`config.mk`:
```
export PLATFORM = sky130hd
export DESIGN_NAME = aes_pair_queue
export DESIGN_NICKNAME = d
export VERILOG_FILES = /design/src/rtl/aes_queue_pkg.sv /design/src/rtl/aes_pair_fifo.sv /design/src/rtl/aes_pair_queue.sv
export SDC_FILE = /design/constraint.sdc
export NUM_CORES = 2
export LEC_CHECK = 0
export CAP_MARGIN = 20
export CORE_MARGIN = 2
export CORE_UTILIZATION = 57
export CTS_CLUSTER_SIZE = 12
export DETAILED_ROUTE_END_ITERATION = 7
export MAX_ROUTING_LAYER = met4
export PLACE_DENSITY_LB_ADDON = 0.08
export SYNTH_ARGS = -nofsm -noshare
export SYNTH_HDL_FRONTEND = slang
export SYNTH_SLANG_ARGS = --single-unit
```
`constraint.sdc`:
```
create_clock -name clock -period 56.9 [get_ports clock]
set_input_delay 14.225 -clock clock [delete_from_list [all_inputs] [get_ports clock]]
set_output_delay 14.225 -clock clock [all_outputs]
set_load 0.03 [all_outputs]
```
`src/rtl/aes_queue_pkg.sv`:
```
// Shared types for the AES pair queue: word width, assembler states
// and the {key, data} pair carried through the FIFO.
package aes_queue_pkg;

   localparam int AES_WORD_W = 128;

   typedef enum logic {
      WAIT_KEY  = 1'b0,
      WAIT_DATA = 1'b1
   } aes_state_e;

   typedef struct packed {
      logic [AES_WORD_W-1:0] key;
      logic [AES_WORD_W-1:0] data;
   } aes_pair_t;

endpackage

```
`src/rtl/aes_pair_fifo.sv`:
```
// Synchronous FIFO of {key, data} pairs with registered count/empty/full.
// DEPTH must be a power of two so the pointers wrap by natural overflow.
module aes_pair_fifo
   import aes_queue_pkg::*;
#(
   parameter  int DEPTH = 4,
   localparam int PW    = $clog2(DEPTH),
   localparam int CW    = PW + 1
) (
   input  logic          clock,
   input  logic          reset,
   input  logic          push,
   input  aes_pair_t     wr_pair,
   input  logic          pop,
   output aes_pair_t     rd_pair,
   output logic          empty,
   output logic          full,
   output logic [CW-1:0] count
);

   aes_pair_t     mem_q [DEPTH];
   aes_pair_t     mem_d [DEPTH];
   logic [PW-1:0] wr_q, wr_d;
   logic [PW-1:0] rd_q, rd_d;
   logic [CW-1:0] count_q, count_d;
   logic          empty_q, empty_d;
   logic          full_q, full_d;
   logic          do_push;
   logic          do_pop;

   always_comb begin
      mem_d   = mem_q;
      wr_d    = wr_q;
      rd_d    = rd_q;
      count_d = count_q;
      do_push = push && !full_q;
      do_pop  = pop && !empty_q;
      if (do_push) begin
         mem_d[wr_q] = wr_pair;
         wr_d        = wr_q + 1'b1;
      end
      if (do_pop) begin
         rd_d = rd_q + 1'b1;
      end
      unique case ({do_push, do_pop})
         2'b10:   count_d = count_q + 1'b1;
         2'b01:   count_d = count_q - 1'b1;
         default: count_d = count_q;
      endcase
      empty_d = (count_d == '0);
      full_d  = (count_d == CW'(DEPTH));
   end

   always_ff @(posedge clock or posedge reset) begin
      if (reset) begin
         for (int i = 0; i < DEPTH; i++) begin
            mem_q[i] <= '0;
         end
         wr_q    <= '0;
         rd_q    <= '0;
         count_q <= '0;
         empty_q <= 1'b1;
         full_q  <= 1'b0;
      end else begin
         mem_q   <= mem_d;
         wr_q    <= wr_d;
         rd_q    <= rd_d;
         count_q <= count_d;
         empty_q <= empty_d;
         full_q  <= full_d;
      end
   end

   assign rd_pair = empty_q ? '0 : mem_q[rd_q];
   assign empty   = empty_q;
   assign full    = full_q;
   assign count   = count_q;

endmodule

```
`src/rtl/aes_pair_queue.sv`:
```
// Assembles a word stream into {key, plaintext} pairs and buffers them.
// Define AES_QUEUE_ZERO_SYNC_EN to treat an all-zero word as a framing sync.
module aes_pair_queue
   import aes_queue_pkg::*;
#(
   parameter int WORD_W = AES_WORD_W,
   parameter int DEPTH  = 4
) (
   input  logic                     clock,
   input  logic                     reset,
   input  logic [WORD_W-1:0]        in_word,
   input  logic                     in_valid,
   output logic                     in_ready,
   output logic [WORD_W-1:0]        out_key,
   output logic [WORD_W-1:0]        out_data,
   output logic                     out_valid,
   input  logic                     out_ready,
   output logic                     empty,
   output logic                     full,
   output logic [$clog2(DEPTH):0]   count
);

   aes_state_e        state_q, state_d;
   logic [WORD_W-1:0] key_q, key_d;
   logic              accept;
   logic              is_sync;
   logic              push;
   aes_pair_t         wr_pair;
   aes_pair_t         head;

`ifdef AES_QUEUE_ZERO_SYNC_EN
   assign is_sync = (in_word == '0);
`else
   assign is_sync = 1'b0;
`endif

   // Ready comes from registered state only, so it never loops back on in_valid.
   assign in_ready = (state_q == WAIT_KEY) || !full;
   assign accept   = in_valid && in_ready;

   always_comb begin
      state_d = state_q;
      key_d   = key_q;
      push    = 1'b0;
      unique case (state_q)
         WAIT_KEY: begin
            if (accept && !is_sync) begin
               key_d   = in_word;
               state_d = WAIT_DATA;
            end
         end
         WAIT_DATA: begin
            if (accept) begin
               push    = !is_sync;
               state_d = WAIT_KEY;
            end
         end
         default: state_d = WAIT_KEY;
      endcase
   end

   always_ff @(posedge clock or posedge reset) begin
      if (reset) begin
         state_q <= WAIT_KEY;
         key_q   <= '0;
      end else begin
         state_q <= state_d;
         key_q   <= key_d;
      end
   end

   assign wr_pair.key  = key_q;
   assign wr_pair.data = in_word;

   aes_pair_fifo #(
      .DEPTH (DEPTH)
   ) u_fifo (
      .clock   (clock),
      .reset   (reset),
      .push    (push),
      .wr_pair (wr_pair),
      .pop     (out_ready),
      .rd_pair (head),
      .empty   (empty),
      .full    (full),
      .count   (count)
   );

   assign out_key   = head.key;
   assign out_data  = head.data;
   assign out_valid = !empty;

endmodule

```
After elaboration in Yosys (flattened, before gate mapping):

Index checks and enable logic that the tools add are counted.

* reduce and logical (&&, ||, !) cells: 9
* bitwise operators: 3
* equal/unequal tests: 3
* order comparisons: 3
* multiplexer cells: 12
* add/subtract/negate cells: 4

Operators by type and width (number)
* bitwise mux 1024 bit: 1
* 2-to-1 mux 256 bit: 4
* binary-select mux 256 bit (select 2 bit): 1
* demux 256 bit (select 2 bit): 1
* greater-or-equal comparator 3 bit (second input constant): 2
* NOT 2 -> 3 bit: 2
* one-hot mux 3 bit (2 select lines): 1
* adder 2 x 1 -> 2 bit (second input constant): 2
* logical AND 1 bit: 4
* adder 3 x 1 -> 3 bit (second input constant): 1
* == test 3 bit (second input constant): 1
* zero test 3 bit: 1
* < comparator 3 x 1 -> 1 bit (second input constant): 1
* 2-to-1 mux 1 bit: 3
* subtractor 3 x 1 -> 3 bit (second input constant): 1
* == test 2 x 1 -> 1 bit (second input constant): 1
* == test 2 bit (second input constant): 1
* zero test 1 bit: 2
* one-hot mux 1 bit (2 select lines): 1
* AND reduction 2 bit: 1
* logical OR 1 bit: 1
* NOT 1 bit: 1

* bits in registers: 1162
* bits of input ports: 132
* word-level logic and storage cells: 49
* output and inout bits: 263

Logic depth before layout (Yosys ltp):

* depth in word-level cells: 9
* mapped depth: 11
* gate-level depth less buffers: 10

Modules after synthesis:

From an unflattened synthesis, not the netlist that was laid out.

* cells, all modules: 3083
* area, all modules: 51230.4 um^2

Modules (own cells, without submodules)
* aes_pair_fifo: cells each 2804, instances 1, area each 46331.9 um^2
* aes_pair_queue: cells each 279, instances 1, area each 4898.4 um^2

Worst setup path after synthesis:

OpenSTA, ideal clock, no wires.

* kind: input-to-reg
* start: input in_valid
* end: register u_fifo.count_q[2], in the netlist u_fifo.count[2]
* path buffers: 1
* cell stages on the path: 10
* slack: 40.775 ns
* setup time: 0.127 ns
* data arrival time: 15.997 ns
* data required time: 56.773 ns
* path through: and2_1 ha_1 nor2b_1 buf_2 inv_1 ha_1 fa_1 xnor2_1 o21a_1 or2_2

* longest elaborated chain between the ends: 6
* elaborated cells on any way between the ends: 7
* classes of those cells: eq/ne: 2; mux: 3; reduce/logical: 2

RTL lines
* from (decl): RTL line aes_pair_queue.sv:12 `input logic in_valid,`
* logical AND 1 bit (*): RTL line aes_pair_queue.sv:39 `assign accept = in_valid && in_ready;`
* 2-to-1 mux 1 bit (*): RTL line aes_pair_queue.sv:53 `if (accept) begin`
* 2-to-1 mux 1 bit (*): RTL line aes_pair_queue.sv:45 `unique case (state_q)`
* logical AND 1 bit (*): RTL line aes_pair_fifo.sv:36 `do_push = push && !full_q;`
* == test 2 x 1 -> 1 bit or == test 2 bit (tied branches): RTL line aes_pair_fifo.sv:45 `unique case ({do_push, do_pop})`
* one-hot mux 3 bit (2 select lines) (*): RTL line aes_pair_fifo.sv:45
* named net u_fifo.count_d[2]: RTL line aes_pair_fifo.sv:25 `logic [CW-1:0] count_q, count_d;`
* to (signal assigned): RTL line aes_pair_fifo.sv:68 `count_q <= count_d;`
* to (decl): RTL line aes_pair_fifo.sv:25

The timed path passes the listed nets; every way through them passes the cells marked *.
A chain may end at the register's enable or synchronous reset.

Worst setup path in the final report:

* start: register u_fifo.rd_q[0]
* end: output out_data[121]

* longest elaborated chain between the ends: 5

RTL lines
* from (decl): RTL line aes_pair_fifo.sv:24 `logic [PW-1:0] rd_q, rd_d;`
* from (signal assigned): RTL line aes_pair_fifo.sv:67 `rd_q <= rd_d;`
* NOT 2 -> 3 bit (implied by the code): RTL line aes_pair_fifo.sv:74 `assign rd_pair = empty_q ? '0 : mem_q[rd_q];`
* binary-select mux 256 bit (select 2 bit): RTL line aes_pair_fifo.sv:74
* 2-to-1 mux 256 bit (implied by the code) (2 in series): RTL line aes_pair_fifo.sv:74
* 2-to-1 mux 256 bit: RTL line aes_pair_fifo.sv:74
* to (decl): RTL line aes_pair_queue.sv:15 `output logic [WORD_W-1:0] out_data,`

No other way between the ends. The select of a mux whose other input is x is not followed.

==> summary.md <==
The flow ran to the end, and the final reports show no timing, DRC or antenna violations. The internal portion of the total power is 0.002778 W. The number of rows in the core area is 109, and the clock buffer count from CTS is 121. TritonCTS built the clock tree. Counting flops with a built-in enable in the synthesized netlist gives 0.

Maximum VDD drop: 54.55 µV. Initial standard-cell utilization of the core: 0.5777. In this run the power spent charging and discharging nets is 0.001506 W. STA classifies the critical path endpoint as an output port.

The slew at the pin closest to its max-slew limit is 1.127 ns. The switching share of power was 0.3516; the share of flip-flops with an asynchronous set or reset after synthesis was 1.000. The startpoint of the worst setup timing path is u_fifo.rd_q[0].

The floorplan step defined a core boundary enclosing 88,650 µm². The logs give 3,222 for the post-synth net total and 1,162 for the clock sink count. After legalization and detailed placement, the total HPWL measured 68,110 µm.

In this run, post-CTS hold repair placed 0 buffers. In this run the remaining antenna-violating nets after routing total 0. By area the synthesized netlist is led by dfrtp_1 57%, mux2_2 25%, mux4_2 11%. The sequential cell area fraction in the yosys report was 0.5678; the largest net degree at the start of global routing was 197.

After detailed routing, the average wire length per cell comes to 24.61 µm. The first detailed-routing pass took 4 iterations. The share of the clock period used by the worst path after layout was 0.3350; the placer's final routability congestion estimate was 0.7556. The share of power burned in registers is 0.350. The run gives 6,011 as the number of fillers in the final layout. The run gives 1,531 as the initial detailed-routing violation count. The detailed router placed 28,024 vias in this run. The power per standard cell area is 71.61 nW/µm².

For this run, the number of Yosys warnings is 0. The tools report the remaining routing DRC violations as 0. The sum of negative setup slack is 0 ns, and the via density per instance is 5.955. The area share of the largest cell type after synthesis came out at 0.5673. After clock tree synthesis, the clock-pin slew on the worst setup and hold paths is 0.06 ns. The boundary pin count was 395. A synthesized cell averages 16.62 µm².

Summed over all cells, the static leakage comes to 25.51 nW. Relative to the synthesized area, the layout overhead comes to 16.82%. Summed over all layers, the global routing overflow is 0.

In this run the critical register-to-register path is launched from state_q. On the final layout, the worst clock skew is 0.01763 ns. Combinational group share of total power: 0.464. Kind of critical path: flip-flop to output port. The synthesized design contains 1,162 register bits. The number of pins with negative max-slew slack in the final report was 0. The die footprint is 92,260 µm². For the achievable clock frequency, the log shows 52.46 MHz.

The worst register-to-register path ends at u_fifo.mem_q[445]. In this run the horizontal extent of the chip is 303.8 µm. The worst setup path is launched from a flip-flop.

The tools report the number of global-route vias before repair as 31,376. The total setup buffers inserted after CTS is 0, and the worst-case reg-to-reg path depth is 9. The run gives 4.84 ns as the arrival time reported for the critical path endpoint. The clock tree root buffer cell was clkbuf_16. The tools report the total global-route track usage as 0.2616. The initial antenna violation count was 15. Summed over all layers, the routed wires come to 115,800 µm.

The H-tree was split into 3 levels. For the portion of total power attributed to the clock network, the log shows 0.187. The first global-routing pass estimated 182,900 µm of wire. Across the run, the number of max-cap violations was 0.

Clock latency on the worst-skew pair, taken at its later pin, is 0.69 ns. The logs give 25 for the count of distinct cell types in the synthesized netlist and 20,660 µm² for the multi-input gate area in the final layout. Post-synthesis cell area: 51,210 µm².

After layout, the minimum clock period comes to 19.06 ns. Across the whole layout, storage elements account for 29,090 µm². Count of buffers from port buffering: 394. Gates resized during post-CTS repair numbered 0. Across all register-to-register paths, the minimum setup slack is 52.35 ns. In this run the worst hold path is classified as flip-flop to flip-flop. The maximum clock path buffer count is 3, and the required time of the critical path is 42.67 ns.

Following the worst setup path forward leads to its endpoint at out_data[121]. The largest driver fanout on the critical path was 94. The hold violation total from the final report is 0, and the number of nets in the layout is 3,566. Setup violations remaining at the end of the flow were counted as 0. On the final layout, the worst hold slack is 0.4978 ns. For this run, the leading register cell type out of synthesis is dfrtp_1. After technology mapping, the gate count stands at 3,082. Setup repair after global routing left no endpoint under its margin. The normalized max-slew margin came out at 0.2485. dfrtp_1 takes more of the synthesized area than any other cell.

The fraction of layout instances using a drive strength above 1 works out to 0.4678. From bottom edge to top edge, the die measures 303.8 µm.
## sequential cells by signal (all words and copies together) (netlist names)
signal and cells:
key_q 128, state_q 1, u_fifo.count 3, u_fifo.empty 1
u_fifo.full 1, u_fifo.mem_q 1024, u_fifo.rd_q 2, u_fifo.wr_q 2
## final cells by class
| type | instances | share of cell area |
|---|---|---|
| Multi-Input combinational cell | 1699 | 0.3454 |
| Clock buffer | 203 | 0.06458 |
| Tap cell | 1165 | 0.02436 |
| Sequential cell | 1162 | 0.4862 |
| Clock inverter | 21 | 0.004329 |
| Antenna cell | 14 | 0.0005856 |
| Timing Repair Buffer | 435 | 0.07399 |
| Inverter | 7 | 0.0006483 |
## stage by stage
stage | std cells | total power (W) | instance area (µm²) | worst slack [ns] | util
floorplan | 3082 | 0.002837 | 51210 | 9.947 | -
global placement | 4463 | 0.003416 | 55530 | 38.05 | 0.6265
detailed placement | 4463 | 0.003507 | 55530 | 38.13 | 0.6265
CTS | 4687 | 0.004322 | 59660 | 37.63 | 0.6730
global route | 4706 | 0.004500 | 59830 | 37.41 | 0.6749
finish | 4706 | 0.004284 | 59830 | 37.84 | 0.6749
## worst max-delay path: stages (launching register included)
cell and delay (ns):
dfrtp_4 0.92, buf_12 0.73, buf_4 0.89, mux4_2 0.70, and2_1 0.20, clkdlybuf4s50_1 0.59
## cell usage after synthesis (2+ instances only)
library cell  instances
dfrtp_1            1161
mux2_2             1153
and2_1              257
mux4_2              256
buf_4                80
buf_2                56
buf_6                42
clkbuf_1             36
ha_1                  7
inv_1                 7
nand2_1               7
xnor2_1               5
nor2b_1               2
nor3_1                2
## cell families after synthesis
kind of cell             synth area share
multiplexers                       0.3661
adder cells (fa/ha/maj)          0.002101
AND/OR/NAND/NOR                   0.03288
buffers and inverters             0.02959
AO/OA/AOI/OAI                   0.0005129
XOR/XNOR                         0.001026
flip-flops                         0.5678
## power by group through the flow
stage | Sequential, W | Clock [W] | Combinational [W]
detailed placement | 0.00151 | 0 | 0.00200
CTS | 0.00150 | 0.000817 | 0.00201
finish | 0.00150 | 0.000799 | 0.00199
global placement | 0.00146 | 0 | 0.00196
global route | 0.00155 | 0.000852 | 0.00210
floorplan | 0.00142 | 0 | 0.00142
## how the worst min path moves through the flow
| stage | start | cells past startpoint | slack (ns) | to |
|---|---|---|---|---|
| 6_report | u_fifo.mem_q[485] | 1 | 0.50 | u_fifo.mem_q[485] |
| 5_1_grt | u_fifo.mem_q[487] | 1 | 0.51 | u_fifo.mem_q[487] |
| 4_1_cts | u_fifo.mem_q[309] | 1 | 0.50 | u_fifo.mem_q[309] |
| 3_5_place_dp | u_fifo.mem_q[309] | 1 | 0.49 | u_fifo.mem_q[309] |
| 3_3_place_gp | u_fifo.mem_q[202] | 1 | 0.48 | u_fifo.mem_q[202] |
| 2_1_floorplan | u_fifo.mem_q[256] | 1 | 0.47 | u_fifo.mem_q[256] |
## cells in the final DEF, fill, tap and decap left out, drive strengths merged
cell type,Yosys,final
buf,178,41
bufinv,0,6
diode,0,14
nor3,2,2
clkbuf,36,203
xor2,1,1
clkinv,0,14
a31o,1,1
nor2,1,1
inv,7,8
a21oi,1,1
dfstp,1,1
nor2b,2,2
o21a,1,1
clkdlybuf4s50,0,394
nor3b,1,1
o21ai,1,1
nand2,7,7
dfrtp,1161,1161
fa,1,1
mux2,1153,1153
xnor2,5,5
ha,7,7
or2,1,1
and2,257,257
nor4bb,1,1
mux4,256,256
## routing by layer
metal	GRT usage	wire (µm)
met5	-	0
met3	0.05213	5793
met2	0.4215	57900
met4	0.08423	2970
met1	0.3372	49170
No activity file was read; power rests on OpenSTA's default activity.
